**src/rtl/mem_port_ctrl_if.sv**
```systemverilog
// Requester/memory bundle for mem_port_ctrl.
// Memory-mode encodings are defined here when the shared signals header is absent.
`ifndef memModeNone
`define memModeNone 2'b00
`endif
`ifndef memModeIn
`define memModeIn 2'b01
`endif
`ifndef memModeOut
`define memModeOut 2'b10
`endif

interface mem_port_ctrl_if #(
    parameter int unsigned AW = 16,
    parameter int unsigned DW = 16
);
    logic          f_req;
    logic [AW-1:0] f_addr;
    logic          f_ack;
    logic [DW-1:0] f_data;
    logic          d_req;
    logic          d_we;
    logic [AW-1:0] d_addr;
    logic [DW-1:0] d_wdata;
    logic          d_ack;
    logic [DW-1:0] d_rdata;
    logic [1:0]    mem_mode;
    logic [AW-1:0] mem_addr;
    logic [DW-1:0] mem_wdata;
    logic [DW-1:0] mem_rdata;
    logic          busy;

    // Controller side
    modport slave (
        input  f_req, f_addr, d_req, d_we, d_addr, d_wdata, mem_rdata,
        output f_ack, f_data, d_ack, d_rdata, mem_mode, mem_addr, mem_wdata, busy
    );

    // Requester/memory side
    modport master (
        output f_req, f_addr, d_req, d_we, d_addr, d_wdata, mem_rdata,
        input  f_ack, f_data, d_ack, d_rdata, mem_mode, mem_addr, mem_wdata, busy
    );
endinterface

```
**src/rtl/mem_port_ctrl.sv**
```systemverilog
// Memory-port controller: arbitrates fetch and data requesters onto a single
// 16-bit memory with one-cycle registered read latency. All outputs registered.
// Optional round-robin arbitration: define MEM_PORT_CTRL_RR_EN.
module mem_port_ctrl #(
    parameter int unsigned AW = 16,
    parameter int unsigned DW = 16
) (
    input  logic           clk,
    input  logic           reset,
    mem_port_ctrl_if.slave bus
);
    typedef enum logic [1:0] {StIdle, StIssue, StCapt, StDone} state_e;
    typedef enum logic [1:0] {OwnNone, OwnFetch, OwnData} owner_e;

    state_e        r_state, w_state;
    owner_e        r_owner, w_owner;
    logic [1:0]    r_mem_mode, w_mem_mode;
    logic [AW-1:0] r_mem_addr, w_mem_addr;
    logic [DW-1:0] r_mem_wdata, w_mem_wdata;
    logic [DW-1:0] r_f_data, w_f_data;
    logic [DW-1:0] r_d_rdata, w_d_rdata;
    logic          r_f_ack, w_f_ack;
    logic          r_d_ack, w_d_ack;
    logic          r_busy, w_busy;
    logic          w_grant_data;
`ifdef MEM_PORT_CTRL_RR_EN
    logic          r_rr_ptr, w_rr_ptr;  // 0: fetch preferred, 1: data preferred
`endif

    // Arbitration: does the data port win if a grant happens this cycle
    always_comb begin
`ifdef MEM_PORT_CTRL_RR_EN
        w_grant_data = bus.d_req && (!bus.f_req || r_rr_ptr);
`else
        w_grant_data = bus.d_req;
`endif
    end

    // Next-state and next-output logic
    always_comb begin
        w_state     = r_state;
        w_owner     = r_owner;
        w_mem_mode  = `memModeNone;
        w_mem_addr  = r_mem_addr;
        w_mem_wdata = r_mem_wdata;
        w_f_data    = r_f_data;
        w_d_rdata   = r_d_rdata;
        w_f_ack     = 1'b0;
        w_d_ack     = 1'b0;
`ifdef MEM_PORT_CTRL_RR_EN
        w_rr_ptr    = r_rr_ptr;
`endif
        unique case (r_state)
            StIdle: begin
                if (bus.f_req || bus.d_req) begin
                    w_state = StIssue;
                    if (w_grant_data) begin
                        w_owner     = OwnData;
                        w_mem_addr  = bus.d_addr;
                        w_mem_wdata = bus.d_wdata;
                        w_mem_mode  = bus.d_we ? `memModeIn : `memModeOut;
                    end else begin
                        w_owner    = OwnFetch;
                        w_mem_addr = bus.f_addr;
                        w_mem_mode = `memModeOut;
                    end
`ifdef MEM_PORT_CTRL_RR_EN
                    // Point at the port that was not just granted
                    w_rr_ptr = !w_grant_data;
`endif
                end
            end
            StIssue: begin
                // Memory acts at this cycle's closing edge; a write is complete then
                if (r_mem_mode == `memModeIn) begin
                    w_state = StDone;
                    w_d_ack = (r_owner == OwnData);
                end else begin
                    w_state = StCapt;
                end
            end
            StCapt: begin
                w_state = StDone;
                if (r_owner == OwnData) begin
                    w_d_rdata = bus.mem_rdata;
                    w_d_ack   = 1'b1;
                end else begin
                    w_f_data = bus.mem_rdata;
                    w_f_ack  = 1'b1;
                end
            end
            StDone: begin
                w_state = StIdle;
                w_owner = OwnNone;
            end
        endcase
        w_busy = (w_state != StIdle);
    end

    // State and output registers
    always_ff @(posedge clk or negedge reset) begin
        if (!reset) begin
            r_state     <= StIdle;
            r_owner     <= OwnNone;
            r_mem_mode  <= `memModeNone;
            r_mem_addr  <= '0;
            r_mem_wdata <= '0;
            r_f_data    <= '0;
            r_d_rdata   <= '0;
            r_f_ack     <= 1'b0;
            r_d_ack     <= 1'b0;
            r_busy      <= 1'b0;
        end else begin
            r_state     <= w_state;
            r_owner     <= w_owner;
            r_mem_mode  <= w_mem_mode;
            r_mem_addr  <= w_mem_addr;
            r_mem_wdata <= w_mem_wdata;
            r_f_data    <= w_f_data;
            r_d_rdata   <= w_d_rdata;
            r_f_ack     <= w_f_ack;
            r_d_ack     <= w_d_ack;
            r_busy      <= w_busy;
        end
    end

`ifdef MEM_PORT_CTRL_RR_EN
    // Round-robin pointer register
    always_ff @(posedge clk or negedge reset) begin
        if (!reset) begin
            r_rr_ptr <= 1'b0;
        end else begin
            r_rr_ptr <= w_rr_ptr;
        end
    end
`endif

    assign bus.f_ack     = r_f_ack;
    assign bus.f_data    = r_f_data;
    assign bus.d_ack     = r_d_ack;
    assign bus.d_rdata   = r_d_rdata;
    assign bus.mem_mode  = r_mem_mode;
    assign bus.mem_addr  = r_mem_addr;
    assign bus.mem_wdata = r_mem_wdata;
    assign bus.busy      = r_busy;
endmodule
```
**src/flat_wrapper.sv**
```systemverilog
// flat-port wrapper written by rule: the top's interface ports become plain ports
module mem_port_ctrl_flat 
#(
    parameter int unsigned AW = 16,
    parameter int unsigned DW = 16
)
  (clk, reset, bus_f_req, bus_f_addr, bus_d_req, bus_d_we, bus_d_addr, bus_d_wdata, bus_mem_rdata, bus_f_ack, bus_f_data, bus_d_ack, bus_d_rdata, bus_mem_mode, bus_mem_addr, bus_mem_wdata, bus_busy);
  mem_port_ctrl_if #(.AW(AW), .DW(DW)) bus_i ();
  input  logic clk;
  input  logic reset;
  input wire logic [$bits(bus_i.f_req)-1:0] bus_f_req;
  input wire logic [$bits(bus_i.f_addr)-1:0] bus_f_addr;
  input wire logic [$bits(bus_i.d_req)-1:0] bus_d_req;
  input wire logic [$bits(bus_i.d_we)-1:0] bus_d_we;
  input wire logic [$bits(bus_i.d_addr)-1:0] bus_d_addr;
  input wire logic [$bits(bus_i.d_wdata)-1:0] bus_d_wdata;
  input wire logic [$bits(bus_i.mem_rdata)-1:0] bus_mem_rdata;
  output wire logic [$bits(bus_i.f_ack)-1:0] bus_f_ack;
  output wire logic [$bits(bus_i.f_data)-1:0] bus_f_data;
  output wire logic [$bits(bus_i.d_ack)-1:0] bus_d_ack;
  output wire logic [$bits(bus_i.d_rdata)-1:0] bus_d_rdata;
  output wire logic [$bits(bus_i.mem_mode)-1:0] bus_mem_mode;
  output wire logic [$bits(bus_i.mem_addr)-1:0] bus_mem_addr;
  output wire logic [$bits(bus_i.mem_wdata)-1:0] bus_mem_wdata;
  output wire logic [$bits(bus_i.busy)-1:0] bus_busy;
  assign bus_i.f_req = bus_f_req;
  assign bus_i.f_addr = bus_f_addr;
  assign bus_i.d_req = bus_d_req;
  assign bus_i.d_we = bus_d_we;
  assign bus_i.d_addr = bus_d_addr;
  assign bus_i.d_wdata = bus_d_wdata;
  assign bus_i.mem_rdata = bus_mem_rdata;
  assign bus_f_ack = bus_i.f_ack;
  assign bus_f_data = bus_i.f_data;
  assign bus_d_ack = bus_i.d_ack;
  assign bus_d_rdata = bus_i.d_rdata;
  assign bus_mem_mode = bus_i.mem_mode;
  assign bus_mem_addr = bus_i.mem_addr;
  assign bus_mem_wdata = bus_i.mem_wdata;
  assign bus_busy = bus_i.busy;
  mem_port_ctrl #(.AW(AW), .DW(DW)) u_core (.clk(clk), .reset(reset), .bus(bus_i));
endmodule
```
**config.mk**
```make
export PLATFORM = sky130hd
export DESIGN_NAME = mem_port_ctrl_flat
export DESIGN_NICKNAME = d
export VERILOG_FILES = /design/src/rtl/mem_port_ctrl_if.sv /design/src/rtl/mem_port_ctrl.sv /design/src/flat_wrapper.sv
export SDC_FILE = /design/constraint.sdc
export NUM_CORES = 1
export LEC_CHECK = 0
export ABC_AREA = 0
export CORE_MARGIN = 2
export CORE_UTILIZATION = 40
export DETAILED_ROUTE_END_ITERATION = 6
export PLACE_DENSITY_LB_ADDON = 0.2
export RECOVER_POWER = 25
export SETUP_SLACK_MARGIN = 0.2
export SLEW_MARGIN = 25
export SYNTH_ARGS = -nofsm -noshare
export SYNTH_HDL_FRONTEND = slang
export SYNTH_SLANG_ARGS = --single-unit
```
**constraint.sdc**
```tcl
create_clock -name clk -period 2.1 [get_ports clk]
set_clock_uncertainty 0.05 [all_clocks]
set_input_delay 0.21 -clock clk [delete_from_list [all_inputs] [get_ports clk]]
set_output_delay 0.21 -clock clk [all_outputs]
set_load 0.005 [all_outputs]
```
==> impl_summary.log <==
[metrics] Net Count, Synth: 282
[metrics] most common library cell in the layout ignoring fill and taps: sky130_fd_sc_hd__clkdlybuf4s50_1
[metrics] Antenna Violating Nets Remaining: 0
[metrics] clock-pin slew of the registers on the worst-case setup and hold paths: 0.08 ns
[metrics] number of buffer cells added on primary ports: 137
[metrics] total negative setup slack: 0 ns
[metrics] die width: approximately 90 um
[metrics] overall overflow remaining after global route: 0
[metrics] total iterations of the first detailed-routing run: 4
[metrics] via count of the first global-routing pass: 2195
[metrics] Worst EP arrival: 1.91 ns
[metrics] Die Ht: roughly 90 um
[metrics] final instance count without filler cells: 456
[metrics] maximum number of buffers from clock root to sink: 2
[metrics] overall global routing resource usage: 16.27%
[metrics] TritonCTS clock tree: done
[metrics] sum of routed wire length over all layers: 6334 um
[metrics] Avg Inst Size Synth: between 10 and 15 um2
[metrics] gpl congestion: 0.7749
[metrics] pin count of the biggest net entering global routing: 41
[metrics] area of the placeable core: between 7000 and 8000 um2
[metrics] layout cells sized above 1: 20.73%
[metrics] primary flip-flop cell chosen by synthesis mapping: sky130_fd_sc_hd__dfrtp_1
[metrics] delay of the slowest cell on the worst path: around 0.42 ns
[metrics] max frequency: 572.1 MHz
[metrics] critical path buffer and inverter count: 1
[metrics] GR met1 Demand/Resource: 21.23%
[metrics] critical path launch point type: register
[metrics] Worst Reg-to-Reg Cells: 4
[metrics] number of different library cells in the post-synthesis netlist: 26
[metrics] most utilized layer in the global route result: met2
[metrics] Worst-Margin Slew: 0.8261 ns
[metrics] via total after detailed routing: 2105
[metrics] post-synthesis sequential area ratio: 61.89%
[metrics] die area: around 8100 um2
[metrics] run status: finished clean
[metrics] row count: 31
[metrics] required time worst endpoint: 2.26 ns
[metrics] commonest non-fill, non-tap cells in the layout: sky130_fd_sc_hd__clkdlybuf4s50_1, sky130_fd_sc_hd__dfrtp_1, sky130_fd_sc_hd__mux2_2, sky130_fd_sc_hd__nand2_1, sky130_fd_sc_hd__mux2i_1
[metrics] total half-perimeter wirelength after legalization and detailed placement: 4790 um
[metrics] vias per cell: roughly 4.6
[metrics] final cycle utilization of the critical path: roughly 83%
[metrics] Starting DRT DRC Count: 20
[metrics] I/O pin cnt: 138
[metrics] number of DRC violations after detailed routing: 0
[metrics] chain of cells forming the critical path: inv_1, ha_1, nand3_2, mux2_2
[metrics] number of antenna violations at the first check in global routing: 0
[metrics] logic depth of the worst setup path including buffers: 4
[metrics] Synth Instances: 209
[metrics] Clock H-tree levels: 3
[metrics] wire per inst: between 10 and 15 um
[metrics] area share of the largest cell type after synthesis: about three fifths
[metrics] reported max-cap violation count: 0
[metrics] net count of the finished layout: 425
[metrics] Slew Viols, Final: 0
[metrics] final setup fails: 0
[metrics] power density relative to cell area: 1421 nW/um2
[metrics] Max Fanout on Critical Path: 16
[metrics] setup repair after global routing missed its margin: no
[metrics] met2 demand-to-capacity share in global routing: between 20% and 30%
[metrics] number of synthesized flops with an enable pin: 0
[metrics] total inserted antenna cells: 0
[metrics] total standard cell area after synthesis: between 2000 and 3000 um2
[metrics] path class of the lowest-slack min-delay path: primary input to register
[metrics] clock period minus final worst setup slack: 1.748 ns
[metrics] GR Layer Usage met3: ~5.7%
[metrics] cell type contributing the most total cell area after synthesis: sky130_fd_sc_hd__dfrtp_1
[metrics] layout overhead on the synthesized area: 57.91%
[metrics] Max-slew headroom: 44.93%
[metrics] count of warnings emitted by yosys: 0
[metrics] first-pass GRT wire length: ~11000 um
[metrics] Clk Latency, worst-skew pair: 0.33 ns
[metrics] dominant delay contributor by cell family on the critical path: flip-flops
[metrics] Slowest cell on crit path: sky130_fd_sc_hd__dfrtp_1
[metrics] proportion of register bits with asynchronous set or reset after synthesis: 100.0%
[metrics] CTS sink cnt: 73
[metrics] Crit. End Element: register
[metrics] largest cells by area after synthesis: sky130_fd_sc_hd__dfrtp_1, sky130_fd_sc_hd__mux2_2, sky130_fd_sc_hd__mux2i_1
[metrics] Leak Pwr: 2.018 nW
[metrics] worst setup path category: register to register
[metrics] worst hold path stage count: 2
[metrics] Max VDD drop: 0.0006917 V
[metrics] buffer type at the clock tree root: sky130_fd_sc_hd__clkbuf_8
[metrics] Final Hold Viols: 0
[metrics] starting density of the core: 40.91%
[metrics] flip-flop and latch count after synthesis: 73
[metrics] number of buffers created by CTS: 9
[metrics] number of cells in the design after placement: 439
cell type report:
type                       instances  area (um2)
tap                               99       123.9
clock buffer                       9       123.9
fill                             560        2554
multi-input combinational        119        1035
sequential                        73        1827
clock inverter                     7       118.9
inverter                           7       26.28
timing repair buffer             142        1406
worst register-to-register path: stages, from the launching register on:
cell	delay, ns
sky130_fd_sc_hd__dfrtp_1	0.42
sky130_fd_sc_hd__inv_1	0.09
sky130_fd_sc_hd__ha_1	0.27
sky130_fd_sc_hd__nand3_2	0.39
sky130_fd_sc_hd__mux2_2	0.42
state kept, by name, summed over array words and instances, names as in the netlist:
signal                flops
u_core.bus.f_ack          1
u_core.bus.mem_addr      16
u_core.bus.d_ack          1
u_core.r_owner            2
u_core.bus.busy           1
u_core.bus.mem_mode       2
u_core.bus.f_data        16
u_core.bus.mem_wdata     16
u_core.bus.d_rdata       16
u_core.r_state            2
where the power goes:
part	switching, mW	internal (mW)	total, mW
Combinational	0.968	1.89	2.86
Clock	0.515	0.789	1.30
Sequential	0.353	2.11	2.46
Total	1.84	4.79	6.62
cells in the mapped netlist, drive strengths merged, types with 2 or more instances:
master,instances
ha,4
mux2i,16
mux2,48
nand2,19
o31ai,2
o21ai,18
a21oi,3
dfrtp,73
inv,7
buf,9
layer usage:
metal,vias to the layer above,wire (um)
li1,1005,-
met1,995,2809
met2,101,2899
met3,4,575
met4,0,50
met5,-,0
cells by family after synthesis:
logic type | synth area share, %
AO/OA/AOI/OAI | 5.511
adder cells (fa/ha/maj) | 1.696
AND/OR/NAND/NOR | 4.112
multiplexers | 23.74
buffers and inverters | 3.052
flip-flops | 61.89
through the flow:
stage | instance area [um2] | power (mW) | worst slack [ns] | utilization [%] | hold WS, ns
6_report | 4661 | 6.622 | 0.3519 | 64.60 | 0.4137
5_1_grt | 4661 | 7.052 | 0.1744 | 64.60 | 0.4197
3_3_place_gp | 4423 | 5.288 | 0.4359 | 61.31 | 0.1327
4_1_cts | 4676 | 6.718 | 0.3442 | 64.81 | 0.3132
3_5_place_dp | 4423 | 5.388 | 0.3533 | 61.31 | 0.1381
2_1_floorplan | 2952 | 3.672 | 0.4885 | - | -0.1356
final timing paths:
check,from,end,slack [ns]
worst max-delay path,u_core.r_state[0],u_core.bus.d_rdata[8],0.35
worst min-delay path,bus_d_we,u_core.bus.mem_mode[1],0.41
worst max register to register,u_core.r_state[0],u_core.bus.d_rdata[8],0.35
worst min register to register,u_core.bus.mem_addr[8],u_core.bus.mem_addr[8],0.43
max in group asynchronous,reset,u_core.bus.mem_wdata[11],0.42
min in group asynchronous,reset,u_core.bus.f_data[15],0.47
what timing repair did:
item | CTS | global route
gates resized for setup | 0 | 0
hold buffers | 1 | 0
buffers inserted | 0 | 0
endpoints found under the hold margin | 33 | 0
Note: power is estimated with default switching activity, not from simulation.
